--- src/rtl/axi_io_pmp_pkg.sv ---
// Shared types and constants for the IO-PMP denied-request path: AXI channel
// structs, FSM state encodings and the default error response values.
package axi_io_pmp_pkg;

    localparam int unsigned AXI_ID_W   = 8;
    localparam int unsigned AXI_ADDR_W = 32;
    localparam int unsigned AXI_DATA_W = 64;
    localparam int unsigned AXI_USER_W = 1;

    localparam logic [1:0] RESP_OKAY   = 2'b00;
    localparam logic [1:0] RESP_SLVERR = 2'b10;
    localparam logic [1:0] RESP_DECERR = 2'b11;

    // Shared with the IO-PMP top so both sides agree on what a denial looks like.
    localparam logic [1:0]            ERR_RESP_DEFAULT = RESP_SLVERR;
    localparam logic [AXI_DATA_W-1:0] ERR_DATA_DEFAULT = '1;

    typedef enum logic [1:0] {
        W_IDLE,
        W_DRAIN,
        W_RESP
    } wr_state_e;

    typedef enum logic {
        R_IDLE,
        R_DATA
    } rd_state_e;

    typedef struct packed {
        logic [AXI_ID_W-1:0]   id;
        logic [AXI_ADDR_W-1:0] addr;
        logic [7:0]            len;
        logic [2:0]            size;
        logic [1:0]            burst;
        logic                  lock;
        logic [3:0]            cache;
        logic [2:0]            prot;
        logic [3:0]            qos;
        logic [3:0]            region;
        logic [5:0]            atop;
        logic [AXI_USER_W-1:0] user;
    } aw_chan_t;

    typedef struct packed {
        logic [AXI_DATA_W-1:0]   data;
        logic [AXI_DATA_W/8-1:0] strb;
        logic                    last;
        logic [AXI_USER_W-1:0]   user;
    } w_chan_t;

    typedef struct packed {
        logic [AXI_ID_W-1:0]   id;
        logic [1:0]            resp;
        logic [AXI_USER_W-1:0] user;
    } b_chan_t;

    typedef struct packed {
        logic [AXI_ID_W-1:0]   id;
        logic [AXI_ADDR_W-1:0] addr;
        logic [7:0]            len;
        logic [2:0]            size;
        logic [1:0]            burst;
        logic                  lock;
        logic [3:0]            cache;
        logic [2:0]            prot;
        logic [3:0]            qos;
        logic [3:0]            region;
        logic [AXI_USER_W-1:0] user;
    } ar_chan_t;

    typedef struct packed {
        logic [AXI_ID_W-1:0]   id;
        logic [AXI_DATA_W-1:0] data;
        logic [1:0]            resp;
        logic                  last;
        logic [AXI_USER_W-1:0] user;
    } r_chan_t;

    typedef struct packed {
        aw_chan_t aw;
        logic     aw_valid;
        w_chan_t  w;
        logic     w_valid;
        logic     b_ready;
        ar_chan_t ar;
        logic     ar_valid;
        logic     r_ready;
    } axi_io_pmp_req_t;

    typedef struct packed {
        logic     aw_ready;
        logic     ar_ready;
        logic     w_ready;
        logic     b_valid;
        b_chan_t  b;
        logic     r_valid;
        r_chan_t  r;
    } axi_io_pmp_rsp_t;

endpackage

--- src/rtl/axi_io_pmp_sat_cnt.sv ---
// Saturating up-counter with synchronous reset; holds at all-ones.
module axi_io_pmp_sat_cnt #(
    parameter int unsigned WIDTH = 16
) (
    input  logic             clk_i,
    input  logic             rst_i,
    input  logic             inc_i,
    output logic [WIDTH-1:0] cnt_o
);

    logic [WIDTH-1:0] cnt_q;

    always_ff @(posedge clk_i) begin
        if (rst_i) begin
            cnt_q <= '0;
        end else if (inc_i && (cnt_q != '1)) begin
            cnt_q <= cnt_q + WIDTH'(1);
        end
    end

    assign cnt_o = cnt_q;

endmodule

--- src/rtl/axi_io_pmp_err_slv.sv ---
// Terminating AXI4 responder for IO-PMP denied traffic: drains writes, answers
// reads with error data, and keeps saturating per-direction denial counters.
module axi_io_pmp_err_slv
    import axi_io_pmp_pkg::*;
#(
    parameter int unsigned           ID_WIDTH   = 8,
    parameter int unsigned           DATA_WIDTH = 64,
    parameter int unsigned           CNT_WIDTH  = 16,
    parameter logic [1:0]            ERR_RESP   = ERR_RESP_DEFAULT,
    parameter logic [DATA_WIDTH-1:0] ERR_DATA   = ERR_DATA_DEFAULT,
    parameter type                   axi_req_t  = axi_io_pmp_pkg::axi_io_pmp_req_t,
    parameter type                   axi_rsp_t  = axi_io_pmp_pkg::axi_io_pmp_rsp_t
) (
    input  logic                 clk_i,
    input  logic                 rst_i,
    input  axi_req_t             slv_req_i,
    output axi_rsp_t             slv_resp_o,
    output logic [CNT_WIDTH-1:0] wr_err_cnt_o,
    output logic [CNT_WIDTH-1:0] rd_err_cnt_o,
    output logic                 busy_o
);

    wr_state_e           wr_state_q, wr_state_d;
    logic [ID_WIDTH-1:0] aw_id_q, aw_id_d;
    logic                wr_done;

    rd_state_e           rd_state_q, rd_state_d;
    logic [ID_WIDTH-1:0] ar_id_q, ar_id_d;
    logic [7:0]          ar_len_q, ar_len_d;
    logic [7:0]          beat_q, beat_d;
    logic                rd_done;
    logic                r_last;

    // Compared before increment, so a 256-beat burst ends on beat 255 without wrapping.
    assign r_last = (beat_q == ar_len_q);

    // NOTE: sequential state uses non-blocking assignments so every register
    // samples pre-edge values regardless of statement order.
    always_ff @(posedge clk_i) begin
        if (rst_i) begin
            wr_state_q <= W_IDLE;
            aw_id_q    <= '0;
            rd_state_q <= R_IDLE;
            ar_id_q    <= '0;
            ar_len_q   <= '0;
            beat_q     <= '0;
        end else begin
            wr_state_q <= wr_state_d;
            aw_id_q    <= aw_id_d;
            rd_state_q <= rd_state_d;
            ar_id_q    <= ar_id_d;
            ar_len_q   <= ar_len_d;
            beat_q     <= beat_d;
        end
    end

    // NOTE: every signal gets a default before the case so no path leaves it
    // unassigned, which would otherwise infer a latch.
    always_comb begin
        wr_state_d = wr_state_q;
        aw_id_d    = aw_id_q;
        wr_done    = 1'b0;
        unique case (wr_state_q)
            W_IDLE: begin
                if (slv_req_i.aw_valid) begin
                    aw_id_d    = slv_req_i.aw.id;
                    wr_state_d = W_DRAIN;
                end
            end
            W_DRAIN: begin
                if (slv_req_i.w_valid && slv_req_i.w.last) begin
                    wr_state_d = W_RESP;
                end
            end
            W_RESP: begin
                if (slv_req_i.b_ready) begin
                    wr_done    = 1'b1;
                    wr_state_d = W_IDLE;
                end
            end
            default: wr_state_d = W_IDLE;
        endcase
    end

    always_comb begin
        rd_state_d = rd_state_q;
        ar_id_d    = ar_id_q;
        ar_len_d   = ar_len_q;
        beat_d     = beat_q;
        rd_done    = 1'b0;
        unique case (rd_state_q)
            R_IDLE: begin
                if (slv_req_i.ar_valid) begin
                    ar_id_d    = slv_req_i.ar.id;
                    ar_len_d   = slv_req_i.ar.len;
                    beat_d     = '0;
                    rd_state_d = R_DATA;
                end
            end
            R_DATA: begin
                if (slv_req_i.r_ready) begin
                    beat_d = beat_q + 8'd1;
                    if (r_last) begin
                        rd_done    = 1'b1;
                        rd_state_d = R_IDLE;
                    end
                end
            end
            default: rd_state_d = R_IDLE;
        endcase
    end

    // Outputs decode from state and latched fields only; no input-to-output path.
    always_comb begin
        slv_resp_o          = '0;
        slv_resp_o.aw_ready = (wr_state_q == W_IDLE);
        slv_resp_o.w_ready  = (wr_state_q == W_DRAIN);
        slv_resp_o.b_valid  = (wr_state_q == W_RESP);
        slv_resp_o.b.id     = aw_id_q;
        slv_resp_o.b.resp   = ERR_RESP;
        slv_resp_o.ar_ready = (rd_state_q == R_IDLE);
        slv_resp_o.r_valid  = (rd_state_q == R_DATA);
        slv_resp_o.r.id     = ar_id_q;
        slv_resp_o.r.data   = ERR_DATA;
        slv_resp_o.r.resp   = ERR_RESP;
        slv_resp_o.r.last   = (rd_state_q == R_DATA) && r_last;
    end

    assign busy_o = (wr_state_q != W_IDLE) || (rd_state_q != R_IDLE);

    axi_io_pmp_sat_cnt #(
        .WIDTH (CNT_WIDTH)
    ) u_wr_cnt (
        .clk_i (clk_i),
        .rst_i (rst_i),
        .inc_i (wr_done),
        .cnt_o (wr_err_cnt_o)
    );

    axi_io_pmp_sat_cnt #(
        .WIDTH (CNT_WIDTH)
    ) u_rd_cnt (
        .clk_i (clk_i),
        .rst_i (rst_i),
        .inc_i (rd_done),
        .cnt_o (rd_err_cnt_o)
    );

endmodule

--- config.mk ---
export PLATFORM = sky130hd
export DESIGN_NAME = axi_io_pmp_err_slv
export DESIGN_NICKNAME = d
export VERILOG_FILES = /design/src/rtl/axi_io_pmp_pkg.sv /design/src/rtl/axi_io_pmp_sat_cnt.sv /design/src/rtl/axi_io_pmp_err_slv.sv
export SDC_FILE = /design/constraint.sdc
export NUM_CORES = 1
export LEC_CHECK = 0
export ABC_AREA = 0
export CORE_AREA = 2 2 135 137
export DETAILED_ROUTE_END_ITERATION = 6
export DIE_AREA = 0 0 137 139
export DONT_BUFFER_PORTS = 1
export PLACE_DENSITY = 0.34
export RECOVER_POWER = 100
export SKIP_CTS_REPAIR_TIMING = 1
export SYNTH_ARGS = -nofsm -noshare
export SYNTH_HDL_FRONTEND = slang
export SYNTH_SLANG_ARGS = --single-unit
--- constraint.sdc ---
create_clock -name clk_i -period 2.1 [get_ports clk_i]
set_input_delay 0.105 -clock clk_i [delete_from_list [all_inputs] [get_ports clk_i]]
set_output_delay 0.105 -clock clk_i [all_outputs]
set_load 0.02 [all_outputs]
==> report_table.html <==
<table>
<tr><th>Metric</th><th>Value</th></tr>
<tr><th colspan="2">Status</th></tr>
<tr><td>Status</td><td>finished, violations left</td></tr>
<tr><td>Violated checks</td><td>negative hold slack</td></tr>
<tr><th colspan="2">Worst setup path</th></tr>
<tr><td>Slowest library cell on the worst path</td><td>or4_1</td></tr>
<tr><td>Critical path data required time</td><td>2.37 ns</td></tr>
<tr><td>Register-to-register setup slack</td><td>0.09 ns</td></tr>
<tr><td>Cell-by-cell listing of the critical path</td><td>xnor2_1 &gt; nand4_1 &gt; or3_4 &gt; buf_8 &gt; or4_1 &gt; a21oi_2</td></tr>
<tr><td>Setup crit end kind</td><td>register</td></tr>
<tr><td>Worst-path maximum fanout</td><td>14</td></tr>
<tr><td>Maximum single-stage delay on the critical path</td><td>0.52 ns</td></tr>
<tr><td>Critical path buffer and inverter count</td><td>1</td></tr>
<tr><td>Critical path arrival</td><td>2.28 ns</td></tr>
<tr><td>Worst Setup Path Type</td><td>reg -&gt; reg</td></tr>
<tr><td>Cell class contributing the biggest share of worst-path delay</td><td>simple AND/OR/NAND/NOR gates</td></tr>
<tr><td>Launching element type of the critical path</td><td>register</td></tr>
<tr><th colspan="2">GRT</th></tr>
<tr><td>Number of global-route vias before repair</td><td>2794</td></tr>
<tr><td>First-pass GRT wire length</td><td>15.0 mm</td></tr>
<tr><td>Total global-route track usage</td><td>0.104</td></tr>
<tr><td>Pin count of the biggest net entering global routing</td><td>71</td></tr>
<tr><td>Total grt overflow</td><td>0</td></tr>
<tr><td>Number of antenna violations at the first check in global routing</td><td>0</td></tr>
<tr><th colspan="2">Synthesis</th></tr>
<tr><td>Number of synthesized flops with an enable pin</td><td>0</td></tr>
<tr><td>Cell count after synthesis</td><td>443</td></tr>
<tr><td>Top area cells in the synthesized netlist</td><td>dfxtp_1 38%, buf_4 15%, nand2_1 7.0%</td></tr>
<tr><td>Most frequently used flop master after synthesis</td><td>dfxtp_1</td></tr>
<tr><td>Synth top area share</td><td>0.378</td></tr>
<tr><td>Per-instance average area after synthesis</td><td>8.01 um^2</td></tr>
<tr><td>Most frequent cell after synthesis</td><td>buf_4</td></tr>
<tr><td>Most instantiated cells after synthesis</td><td>71 x buf_4, 67 x dfxtp_1, 66 x nand2_1</td></tr>
<tr><td>Distinct cell type count after synthesis</td><td>43</td></tr>
<tr><td>Library cell with the largest summed area after synthesis</td><td>dfxtp_1</td></tr>
<tr><td>Yosys warning total</td><td>0</td></tr>
<tr><td>Syn Std Cell Area</td><td>3550 um^2</td></tr>
<tr><td>Seq cells post-synth</td><td>67</td></tr>
<tr><td>Async set-reset flop share out of synthesis</td><td>0</td></tr>
<tr><td>Share of synthesized area occupied by flip-flops and latches</td><td>0.378</td></tr>
<tr><th colspan="2">Floorplanning</th></tr>
<tr><td>Standard-cell rows</td><td>49</td></tr>
<tr><td>Core region area</td><td>17700 um^2</td></tr>
<tr><td>Initial core utilization</td><td>0.201</td></tr>
<tr><td>Die span in x</td><td>137 um</td></tr>
<tr><td>Vertical die dimension</td><td>139 um</td></tr>
<tr><td>Die footprint</td><td>19000 um^2</td></tr>
<tr><td>I/O pin count</td><td>352</td></tr>
<tr><th colspan="2">Timing</th></tr>
<tr><td>Final-layout setup total negative slack</td><td>0 ns</td></tr>
<tr><td>Hold violation total from the final report</td><td>33</td></tr>
<tr><td>Unrepaired setup endpoints after global routing</td><td>true</td></tr>
<tr><td>Final Max Slew Viols</td><td>0</td></tr>
<tr><td>Worst setup margin</td><td>0.0883 ns</td></tr>
<tr><td>Minimum clock period</td><td>2.01 ns</td></tr>
<tr><td>Final number of setup-violating endpoints</td><td>0</td></tr>
<tr><td>Achievable frequency</td><td>0.497 GHz</td></tr>
<tr><td>Post-route worst hold slack</td><td>-0.168 ns</td></tr>
<tr><td>Fraction of the cycle the final worst path needs</td><td>0.958</td></tr>
<tr><td>Clock skew</td><td>0.0137 ns</td></tr>
<tr><th colspan="2">Clock network</th></tr>
<tr><td>Clock latency at the later pin of the worst-skew pair</td><td>0.35 ns</td></tr>
<tr><td>Clk sinks</td><td>67</td></tr>
<tr><td>TritonCTS clock tree</td><td>done</td></tr>
<tr><td>Depth of the CTS H-tree</td><td>3</td></tr>
<tr><td>Buffers from clock root to sink, at most</td><td>2</td></tr>
<tr><td>Clock-pin slew reported for the worst setup and hold paths after clock tree synthesis</td><td>0.07 ns</td></tr>
<tr><td>TritonCTS buffer count</td><td>9</td></tr>
<tr><td>Root buffer cell</td><td>clkbuf_16</td></tr>
<tr><th colspan="2">Detailed routing</th></tr>
<tr><td>Post-detailed-route via-to-cell ratio</td><td>4.14</td></tr>
<tr><td>Total wire length</td><td>9.99 mm</td></tr>
<tr><td>Count of antenna-violating nets left after detailed routing</td><td>0</td></tr>
<tr><td>Initial DRC Count</td><td>108</td></tr>
<tr><td>DRC violations left</td><td>0</td></tr>
<tr><td>Pre-Repair DR Iteration Count</td><td>4</td></tr>
<tr><td>Vias</td><td>3117</td></tr>
<tr><td>Routed wire length per instance</td><td>13.3 um</td></tr>
<tr><th colspan="2">Layout</th></tr>
<tr><td>Final-layout fill cell count</td><td>1994</td></tr>
<tr><td>Total inserted antenna cells</td><td>0</td></tr>
<tr><td>Share of layout cells above drive strength 1</td><td>0.101</td></tr>
<tr><td>Net count, final</td><td>748</td></tr>
<tr><td>Area growth from synthesis to layout</td><td>25.1%</td></tr>
<tr><td>Cell Count, Final, Fillers Out</td><td>752</td></tr>
<tr><td>Fin util</td><td>0.251</td></tr>
<tr><th colspan="2">Power</th></tr>
<tr><td>Pleak</td><td>1.70 nW</td></tr>
<tr><td>Max rail drop VDD</td><td>0.347 mV</td></tr>
<tr><td>Cell area power density</td><td>737 nW/um^2</td></tr>
<tr><th colspan="2">Job</th></tr>
<tr><td>Max Cap Violations</td><td>0</td></tr>
<tr><th colspan="2">Placed design</th></tr>
<tr><td>Number of buffers added on ports</td><td>0</td></tr>
<tr><td>HPWL Detailed</td><td>7.22 mm</td></tr>
<tr><td>Worst Setup Slack post-DPL</td><td>0.0320 ns</td></tr>
<tr><td>Dpl cells</td><td>703</td></tr>
<tr><td>Last weighted congestion value of the routability-driven placer</td><td>0.761</td></tr>
<tr><th colspan="2">Min path</th></tr>
<tr><td>Class of the worst hold path</td><td>in -&gt; reg</td></tr>
</table>
cells in the final DEF, fill, tap and decap left out, types with 3 or more instances in the layout:
| master | n |
|---|---|
| a21oi_1 | 41 |
| a21oi_2 | 3 |
| and2_1 | 4 |
| and3_1 | 6 |
| buf_4 | 21 |
| clkbuf_1 | 29 |
| clkbuf_16 | 9 |
| conb_1 | 70 |
| dfxtp_1 | 66 |
| dlygate4sd3_1 | 32 |
| ha_1 | 3 |
| inv_1 | 5 |
| mux2i_1 | 3 |
| nand2_1 | 66 |
| nand3_1 | 14 |
| nand4_1 | 12 |
| nor2_1 | 29 |
| nor2b_1 | 6 |
| nor3_1 | 12 |
| nor4_1 | 3 |
| o211ai_1 | 3 |
| o21ai_0 | 11 |
| o31ai_1 | 9 |
| or3_1 | 6 |
| or4_1 | 9 |
| xnor2_1 | 8 |
| xor2_1 | 10 |
stage by stage:
stage                     area [um^2]  power [W]
after floorplan                  3800    0.00172
after CTS                        4170    0.00329
after detailed placement         3870    0.00168
after global routing             4440    0.00344
final                            4440    0.00327
after global placement           3870    0.00168
logic make-up (layout without fill, tap and decap cells):
kind of cell             after synthesis  count (layout)  synth area share
AO/OA/AOI/OAI                         75              75             0.122
XOR/XNOR                              20              20            0.0494
adder cells (fa/ha/maj)                3               3            0.0106
buffers and inverters                 93             105             0.176
flip-flops                            67              67             0.378
multiplexers                           6               6            0.0180
other                                  2              70           0.00212
AND/OR/NAND/NOR                      177             177             0.244
worst reg2reg max path: stages (launching register included):
cell     delay (ns)
dfxtp_1        0.33
xnor2_1        0.17
nand4_1        0.17
or3_4          0.44
buf_8          0.16
or4_1          0.52
a21oi_2        0.13
metal layers:
| layer | global-route usage | vias up | part of all wire |
|---|---|---|---|
| met1 | 0.127 | 1440 | 0.43 |
| met5 | 0 | - | 0 |
| met3 | 0.0567 | 11 | 0.13 |
| met4 | 0.0440 | 0 | 0.018 |
| met2 | 0.150 | 123 | 0.42 |
| li1 | - | 1543 | - |
registers in the layout, indices dropped and copies added (netlist names):
register and flops:
rd_state_q 1, ar_len_q 8, u_wr_cnt.cnt_o 16, ar_id_q 8
u_rd_cnt.cnt_o 16, wr_state_q 2, beat_q 8, aw_id_q 8
power breakdown:
group	internal (W)	switching, W	leakage, nW
logic	0.000108	0.000231	1.02
clock network	0.000937	0.000637	0.145
registers	0.00131	0.0000537	0.544
final timing paths:
kind,start,to,depth (start not counted)
max reg2reg,beat_q[7],u_rd_cnt.cnt_o[4],6
min reg2reg,u_rd_cnt.cnt_o[2],u_rd_cnt.cnt_o[2],2
min,rst_i,u_rd_cnt.cnt_o[10],1
max,beat_q[7],u_rd_cnt.cnt_o[4],6
area by class of cell:
cell class              instances  area [um^2]  area share
clock inverters                 7         82.6      0.0186
inverters                       5         18.8     0.00423
well taps                     229          287      0.0645
clock buffers                   9          225      0.0507
multi-input cells             351         1870       0.422
repair buffers                 84          613       0.138
flip-flops and latches         67         1340       0.302
No activity file was read; power rests on OpenSTA's default activity.
